## config.mk

```make
export PLATFORM = sky130hd
export DESIGN_NAME = pc_unit
export DESIGN_NICKNAME = d
export VERILOG_FILES = /design/src/rtl/pc_unit.sv
export SDC_FILE = /design/constraint.sdc
export NUM_CORES = 1
export LEC_CHECK = 0
export CORE_MARGIN = 3
export CORE_UTILIZATION = 50
export CTS_BUF_LIST = sky130_fd_sc_hd__clkbuf_4
export DETAILED_ROUTE_END_ITERATION = 10
export PLACE_DENSITY_LB_ADDON = 0.12
export SKIP_CTS_REPAIR_TIMING = 1
export SYNTH_ARGS = -nofsm -noshare
export SYNTH_HDL_FRONTEND = slang
export SYNTH_SLANG_ARGS = --single-unit
export TNS_END_PERCENT = 5
```

## constraint.sdc

```tcl
create_clock -name clk -period 4.6 [get_ports clk]
set_input_delay 0.69 -clock clk [delete_from_list [all_inputs] [get_ports clk]]
set_output_delay 0.69 -clock clk [all_outputs]
set_load 0.005 [all_outputs]
```

## src/rtl/pc_unit.sv

```systemverilog
// Program-counter unit: fetch address, stall/redirect, trap entry/return,
// debug halt/resume, double-fault lock-up and retired-instruction counter.
module pc_unit #(
    parameter int unsigned     XLEN         = 32,
    parameter logic [XLEN-1:0] RESET_VECTOR = '0,
    parameter logic [XLEN-1:0] TRAP_VECTOR  = XLEN'(32'h0000_0100),
    parameter int unsigned     ILEN         = 4,
    parameter int unsigned     CNT_W        = 64
) (
    input  logic             clk,
    input  logic             reset,
    input  logic             stall,
    input  logic             redirect_valid,
    input  logic [XLEN-1:0]  redirect_target,
    input  logic             trap_req,
    input  logic             trap_ret,
    input  logic             halt_req,
    input  logic             resume_req,
    output logic [XLEN-1:0]  pc,
    output logic [XLEN-1:0]  epc,
    output logic [1:0]       cause,
    output logic             trap_taken,
    output logic             halted,
    output logic             locked,
    output logic [CNT_W-1:0] instret
);

    typedef enum logic [1:0] {
        RUN,
        HALTED,
        LOCKED
    } state_t;

    localparam logic [XLEN-1:0] ALIGN_MASK = XLEN'(ILEN - 1);
    localparam logic [XLEN-1:0] STEP       = XLEN'(ILEN);

    state_t           state, state_nx;
    logic [XLEN-1:0]  pc_nx, epc_nx;
    logic [1:0]       cause_nx;
    logic             in_trap, in_trap_nx;
    logic             trap_taken_nx;
    logic             retire;
    logic             misaligned;
    logic [CNT_W-1:0] instret_nx;

    // Redirect target alignment check against the instruction size
    always_comb begin
        misaligned = redirect_valid && ((redirect_target & ALIGN_MASK) != '0);
    end

    // Next-state and next-datapath decision, RUN priority list
    always_comb begin
        state_nx      = state;
        pc_nx         = pc;
        epc_nx        = epc;
        cause_nx      = cause;
        in_trap_nx    = in_trap;
        trap_taken_nx = 1'b0;
        retire        = 1'b0;
        unique case (state)
            RUN: begin
                if (halt_req) begin
                    state_nx = HALTED;
                end else if (trap_req || misaligned) begin
                    if (in_trap) begin
                        state_nx = LOCKED;
                    end else begin
                        epc_nx        = pc;
                        cause_nx      = trap_req ? 2'd1 : 2'd2;
                        pc_nx         = TRAP_VECTOR;
                        in_trap_nx    = 1'b1;
                        trap_taken_nx = 1'b1;
                    end
                end else if (trap_ret) begin
                    pc_nx      = epc;
                    in_trap_nx = 1'b0;
                    retire     = 1'b1;
                end else if (redirect_valid) begin
                    pc_nx  = redirect_target;
                    retire = 1'b1;
                end else if (!stall) begin
                    pc_nx  = pc + STEP;
                    retire = 1'b1;
                end
            end
            HALTED: begin
                if (resume_req) begin
                    state_nx = RUN;
                end
            end
            LOCKED: begin
                state_nx = LOCKED;
            end
            default: begin
                state_nx = RUN;
            end
        endcase
        instret_nx = retire ? instret + CNT_W'(1) : instret;
    end

    // State register
    always_ff @(posedge clk) begin
        if (reset) begin
            state <= RUN;
        end else begin
            state <= state_nx;
        end
    end

    // Registered datapath and status outputs
    always_ff @(posedge clk) begin
        if (reset) begin
            pc         <= RESET_VECTOR;
            epc        <= '0;
            cause      <= '0;
            in_trap    <= 1'b0;
            trap_taken <= 1'b0;
            halted     <= 1'b0;
            locked     <= 1'b0;
            instret    <= '0;
        end else begin
            pc         <= pc_nx;
            epc        <= epc_nx;
            cause      <= cause_nx;
            in_trap    <= in_trap_nx;
            trap_taken <= trap_taken_nx;
            halted     <= (state_nx == HALTED);
            locked     <= (state_nx == LOCKED);
            instret    <= instret_nx;
        end
    end

endmodule

```

==> results.sh, run 1 <==
export IMPL_period_needed_ps=3130
export IMPL_drt_wirelength_per_cell_um=17.8
export IMPL_slew_viol_final=0
export IMPL_crit_top_cell="or4_1"
export IMPL_grt_max_degree=76
export IMPL_remaining_drc_errors=0
export IMPL_clock_sinks=136
export IMPL_tightest_slew_ps=1120
export IMPL_final_nets=1089
export IMPL_critical_path_class="primary input to flip-flop"
export IMPL_cellLeakagePower_nw=2.91
export IMPL_core_region_area_mm2=0.0135
export IMPL_status="completed"
export IMPL_diodes=0
export IMPL_rows=42
export IMPL_path_cells="clkdlybuf4s50_1 > o21ai_1 > nand4_4 > or4_1 > or4_1 > a21oi_1"
export IMPL_grt_pass1_wl_um=35400
export IMPL_drive_gt1_share_pct=5.00
export IMPL_syn_avg_cell_area_um2=7.80
export IMPL_clockBufferDepth=2
export IMPL_cp_arrival_ps=3630
export IMPL_cts_tree="built"
export IMPL_ios=173
export IMPL_cpMaxStageDelayCell="or4_1"
export IMPL_cp_max_fo=38
export IMPL_finClkSkew_ps=22.6
export IMPL_fin_crit_sh_pct=68.0
export IMPL_yosysWarnings=0
export IMPL_antenna_found_initial=0
export IMPL_grt_overflow=0
export IMPL_drv_cap=0
export IMPL_grt_pass1_vias=6750
export IMPL_hold_path_class="flip-flop to flip-flop"
export IMPL_rsz0062_at_grt="no"
export IMPL_critPathRequiredTime_ps=5100
export IMPL_start_util_pct=52.1
export IMPL_syn_nets=943
export IMPL_ys_seq_area_share_pct=38.7
export IMPL_critPathBufInv=1
export IMPL_hpwl_um=15100
export IMPL_fp_dieW_um=125
export IMPL_vias=7632
export IMPL_ir_drop_v=0.000168
export IMPL_p_per_area_mw_per_mm2=250
export IMPL_hold_violations=0
export IMPL_synth_edf_count=0
export IMPL_critPathTopFamily="simple AND/OR/NAND/NOR gates"
export IMPL_drt_wl_total_um=22000
export IMPL_fmax_mhz=320
export IMPL_syn_to_final_growth_pct=29.9
export IMPL_clk_latency_ps=580
export IMPL_syn_cell_area_mm2=0.00703
export IMPL_p_total_mw=2.28
export IMPL_die_area_mm2=0.0155
export IMPL_async_flop_share_pct=0
export IMPL_dr_pass1_iters=6
export IMPL_synth_cell_type_count=68
export IMPL_worstSetupEndpointType="flip-flop"
export IMPL_cts_root_buf="clkbuf_4"
export IMPL_cts_buffers=17
export IMPL_drtIter0Drc=835
export IMPL_cts_htree_levels=4
export IMPL_relSlewSlack_pct=25.2
export IMPL_dieHeight_um=125
export IMPL_ant_nets=0
export IMPL_gp_congestion=0.888
export IMPL_port_buffers=172
export IMPL_critPathMaxStageDelay_ps=1050
export IMPL_setup_viol=0
export IMPL_start_kind="primary input"
export IMPL_netlist_instances=901
export IMPL_viasPerCell=6.18
export IMPL_path_clk_slew_ps=120
export IMPL_final_util_pct=67.6
export IMPL_grt_use_total_pct=27.4
export IMPL_yosys_most_used_dff="dfxtp_1"
export IMPL_tns_ps=0
export IMPL_ys_ff_latch=136
## worst register-to-register path: cells and delay by family, from the launching register on
| kind | cells | cell delay (ps) |
|---|---|---|
| DFF | 1 | 420 |
| and+or+nand+nor | 4 | 2360 |
| AOI/OAI and AO/OA | 1 | 160 |
## report_power, final
part	internal (mW)	total, mW	leakage, nW	switching, mW
clock network	0.422	0.863	0.165	0.441
logic	0.0880	0.216	1.65	0.128
registers	1.19	1.21	1.10	0.0169
## cell usage in the layout, fill, tap and decap left out, types with 12 or more instances in the layout
cell             instances
or3_1                   16
o21ai_0                 28
nand3_1                 41
nor2_1                  58
o31ai_1                 28
clkdlybuf4s50_1        171
dfxtp_1                136
a21oi_1                 85
clkbuf_4                18
inv_1                   22
nor2b_1                 12
nor4_1                  14
nor3_1                  24
nand2_1                129
nand4_1                 41
or4_1                   33
## final cells by class
type                    count  area (um2)
multi-input cells         686        4010
repair buffers            182        1790
fillers                  1190        4370
well taps                 176         220
clock inverters            13         160
inverters                  24        90.1
flip-flops and latches    136        2720
clock buffers              18         135
## logic make-up (layout without fill, tap and decap cells)
group,count (synthesis),after routing,synth area share [%]
buffers and inverters,79,237,4.27
flip-flops,136,136,38.7
AND/OR/NAND/NOR,424,424,31.7
AO/OA/AOI/OAI,226,226,20.3
adder cells (fa/ha/maj),2,2,0.356
XOR/XNOR,18,18,2.24
multiplexers,16,16,2.46
## cells in the mapped netlist (6+ instances only)
master | n | area [um2]
o31ai_1 | 28 | 210
clkbuf_1 | 49 | 184
and2_1 | 9 | 56.3
inv_1 | 22 | 82.6
a21o_1 | 6 | 45.0
mux2_1 | 7 | 78.8
dfxtp_1 | 136 | 2720
and3_1 | 11 | 68.8
xor2_1 | 7 | 61.3
nor2b_1 | 12 | 75.1
a22oi_1 | 7 | 52.6
nand3_1 | 41 | 205
a21oi_1 | 85 | 425
mux2i_1 | 6 | 60.1
nand2b_1 | 9 | 56.3
nand2_1 | 129 | 484
xnor2_1 | 11 | 96.3
o21ai_1 | 8 | 40.0
nor3_1 | 24 | 120
nor2_1 | 59 | 221
or4_1 | 33 | 248
o21ai_0 | 28 | 140
o21a_1 | 6 | 45.0
or3_1 | 16 | 100
a31oi_1 | 9 | 56.3
or2_2 | 6 | 37.5
and4_1 | 6 | 52.6
o22ai_1 | 9 | 56.3
a22o_1 | 6 | 52.6
nor4_1 | 14 | 87.6
nand4_1 | 41 | 257
## state kept, by name, indices dropped and copies added, names as in the netlist
signal	flops
cause	2
epc	32
halted	1
in_trap	1
instret	64
locked	1
pc	32
state	2
trap_taken	1
## per-stage QoR
stage	instances	worst slack [ps]	area, um2	hold WS, ps
2_1_floorplan	901	2050	7030	453
3_3_place_gp	1204	1070	8840	446
3_5_place_dp	1204	942	8840	450
4_1_cts	1235	1520	9130	467
5_1_grt	1235	1350	9130	501
6_report	1235	1470	9130	464
## metal layers
metal  part of all wire (%)  track usage, %
met5                      0               0
met4                    1.5            7.61
met3                    8.4            6.39
met2                     43            40.0
met1                     47            40.5
## final timing paths
kind	slack [ps]	start	end	cells past startpoint
worst min-delay path	460	cause[0]	cause[0]	2
worst max register to register	1600	instret[17]	instret[63]	5
worst max-delay path	1470	redirect_target[0]	instret[63]	6
worst min register to register	460	cause[0]	cause[0]	2
Power figures use the tool's default switching activity.
==> run 2: changes to the inputs <==
--- a/config.mk
+++ b/config.mk
@@ -6,7 +6,7 @@
 export NUM_CORES = 1
 export LEC_CHECK = 0
 export CORE_MARGIN = 3
-export CORE_UTILIZATION = 50
+export CORE_UTILIZATION = 46
 export CTS_BUF_LIST = sky130_fd_sc_hd__clkbuf_4
 export DETAILED_ROUTE_END_ITERATION = 10
 export PLACE_DENSITY_LB_ADDON = 0.12
==> constraint.sdc (replaced) <==
create_clock -name clk -period 2.59 [get_ports clk]
set_input_delay 0.3885 -clock clk [delete_from_list [all_inputs] [get_ports clk]]
set_output_delay 0.3885 -clock clk [all_outputs]
set_load 0.005 [all_outputs]
==> run 2 against run 1 <==
Total power up 80%. Register-to-register slack worse by 1400 ps. Largest power group unchanged. First-iteration DRC count down 18%. Routed wire length up 1.9%.
==> results.sh, run 2 (synthesis gave the netlist of run 1 again) <==
export IMPL_cp_num_cells=6
export IMPL_final_common_cell="clkdlybuf4s50_1"
export IMPL_drive_gt1_share_pct=11.6
export IMPL_top_register="instret"
export IMPL_critPathRequiredTime_ps=3050
export IMPL_path_clk_slew_ps=120
export IMPL_cts_tree="built"
export IMPL_viasPerCell=5.93
export IMPL_grt_pass1_wl_um=36100
export IMPL_route_met2_wl_um=9860
export IMPL_drt_wl_total_um=22400
export IMPL_antenna_found_initial=1
export IMPL_status="completed"
export IMPL_grt_use_total_pct=26.8
export IMPL_rr_worst_depth=6
export IMPL_drv_cap=0
export IMPL_critical_path_class="flip-flop to flip-flop"
export IMPL_drt_wirelength_per_cell_um=17.0
export IMPL_grt_max_degree=60
export IMPL_fin_crit_sh_pct=94.2
export IMPL_clock_sinks=136
export IMPL_dieHeight_um=130
export IMPL_critPathTopFamily="simple AND/OR/NAND/NOR gates"
export IMPL_ant_nets=0
export IMPL_core_region_area_mm2=0.0148
export IMPL_final_util_pct=66.1
export IMPL_min_path_cells=2
export IMPL_finClkSkew_ps=17.7
export IMPL_rows=44
export IMPL_start_kind="flip-flop"
export IMPL_largest_reg_flops=64
export IMPL_worstSetupEndpointType="flip-flop"
export IMPL_cpMaxStageDelayCell="or4_4"
export IMPL_final_area_mm2=0.00976
export IMPL_critPathBufInv=1
export IMPL_tightest_slew_ps=621
export IMPL_fillers=1345
export IMPL_layout_common_cells="clkdlybuf4s50_1 (171), dfxtp_1 (136), nand2_1 (129)"
export IMPL_setup_viol=0
export IMPL_wl_met1_um=10500
export IMPL_port_buffers=172
export IMPL_clockBufferDepth=2
export IMPL_cp_arrival_ps=2900
export IMPL_fmax_mhz=410
export IMPL_cts_root_buf="clkbuf_4"
export IMPL_drtIter0Drc=682
export IMPL_cellLeakagePower_nw=3.29
export IMPL_relSlewSlack_pct=58.6
export IMPL_cts_buffers=17
export IMPL_topRoutingLayerUsed="met4"
export IMPL_dpl_worst_slack_ps=-202
export IMPL_ios=173
export IMPL_vias=7816
export IMPL_hold_path_class="primary input to flip-flop"
export IMPL_period_needed_ps=2440
export IMPL_cp_max_fo=12
export IMPL_start_util_pct=47.7
export IMPL_syn_to_final_growth_pct=38.7
export IMPL_remaining_drc_errors=0
export IMPL_hpwl_um=16100
export IMPL_final_nets=1164
export IMPL_clk_latency_ps=580
export IMPL_placed_area_mm2=0.00945
export IMPL_die_area_mm2=0.0168
export IMPL_cts_htree_levels=4
export IMPL_path_cells="nand3_1 > or4_4 > or3_1 > buf_4 > nor4_1 > mux2_1"
export IMPL_slew_viol_final=0
export IMPL_critPathMaxStageDelay_ps=570
export IMPL_rsz0062_at_grt="no"
export IMPL_setup_ws_ps=151
export IMPL_ir_drop_v=0.000338
export IMPL_grt_overflow=0
export IMPL_top_regs="instret x64, epc x32, pc x32"
export IMPL_grt_pass1_vias=7083
export IMPL_fp_dieW_um=130
export IMPL_gp_congestion=0.845
export IMPL_wl_met3_um=1590
export IMPL_dr_pass1_iters=7
export IMPL_hold_violations=0
export IMPL_p_per_area_mw_per_mm2=423
-- run 2: area by class of cell --
| class | count | area, um2 | share of cell area, % |
|---|---|---|---|
| antenna | 1 | 2.50 | 0.0257 |
| clock buffer | 19 | 143 | 1.46 |
| clock inverter | 12 | 158 | 1.62 |
| inverter | 24 | 90.1 | 0.923 |
| multi-input combinational | 686 | 4020 | 41.2 |
| sequential | 136 | 2720 | 27.9 |
| tap | 184 | 230 | 2.36 |
| timing repair buffer | 257 | 2390 | 24.5 |
-- run 2: where the power goes --
| part | total [mW] | internal [mW] | switching (mW) |
|---|---|---|---|
| registers | 2.14 | 2.11 | 0.0286 |
| clock network | 1.55 | 0.765 | 0.783 |
| logic | 0.435 | 0.199 | 0.235 |
| total | 4.12 | 3.08 | 1.05 |
-- run 2: worst reg2reg max path, stage by stage (launching register included) --
cell	delay [ps]
dfxtp_1	410
nand3_1	170
or4_4	580
or3_1	320
buf_4	190
nor4_1	320
mux2_1	350
-- run 2: routing by layer --
metal,global-route usage (%),vias to the layer above
met5,0,-
met4,8.80,0
met3,6.43,32
met2,39.9,288
met1,38.1,3683
li1,-,3813
-- run 2: final timing paths --
path / from / to / slack (ps)
setup reg to reg: instret[12] / instret[62] / 150
setup / recovery: instret[12] / instret[62] / 150
hold reg to reg: epc[13] / epc[13] / 480
hold / removal: reset / epc[7] / 280
-- run 2: per-stage QoR --
stage / std cells / TNS [ps] / power, mW / hold slack, ps
after detailed placement: 1287 / -4990 / 2.62 / 464
final: 1319 / 0 / 4.12 / 279
after global placement: 1287 / -4260 / 2.62 / 459
after floorplan: 901 / 0 / 2.38 / 453
after CTS: 1318 / 0 / 4.14 / 260
after global routing: 1319 / 0 / 4.28 / 263
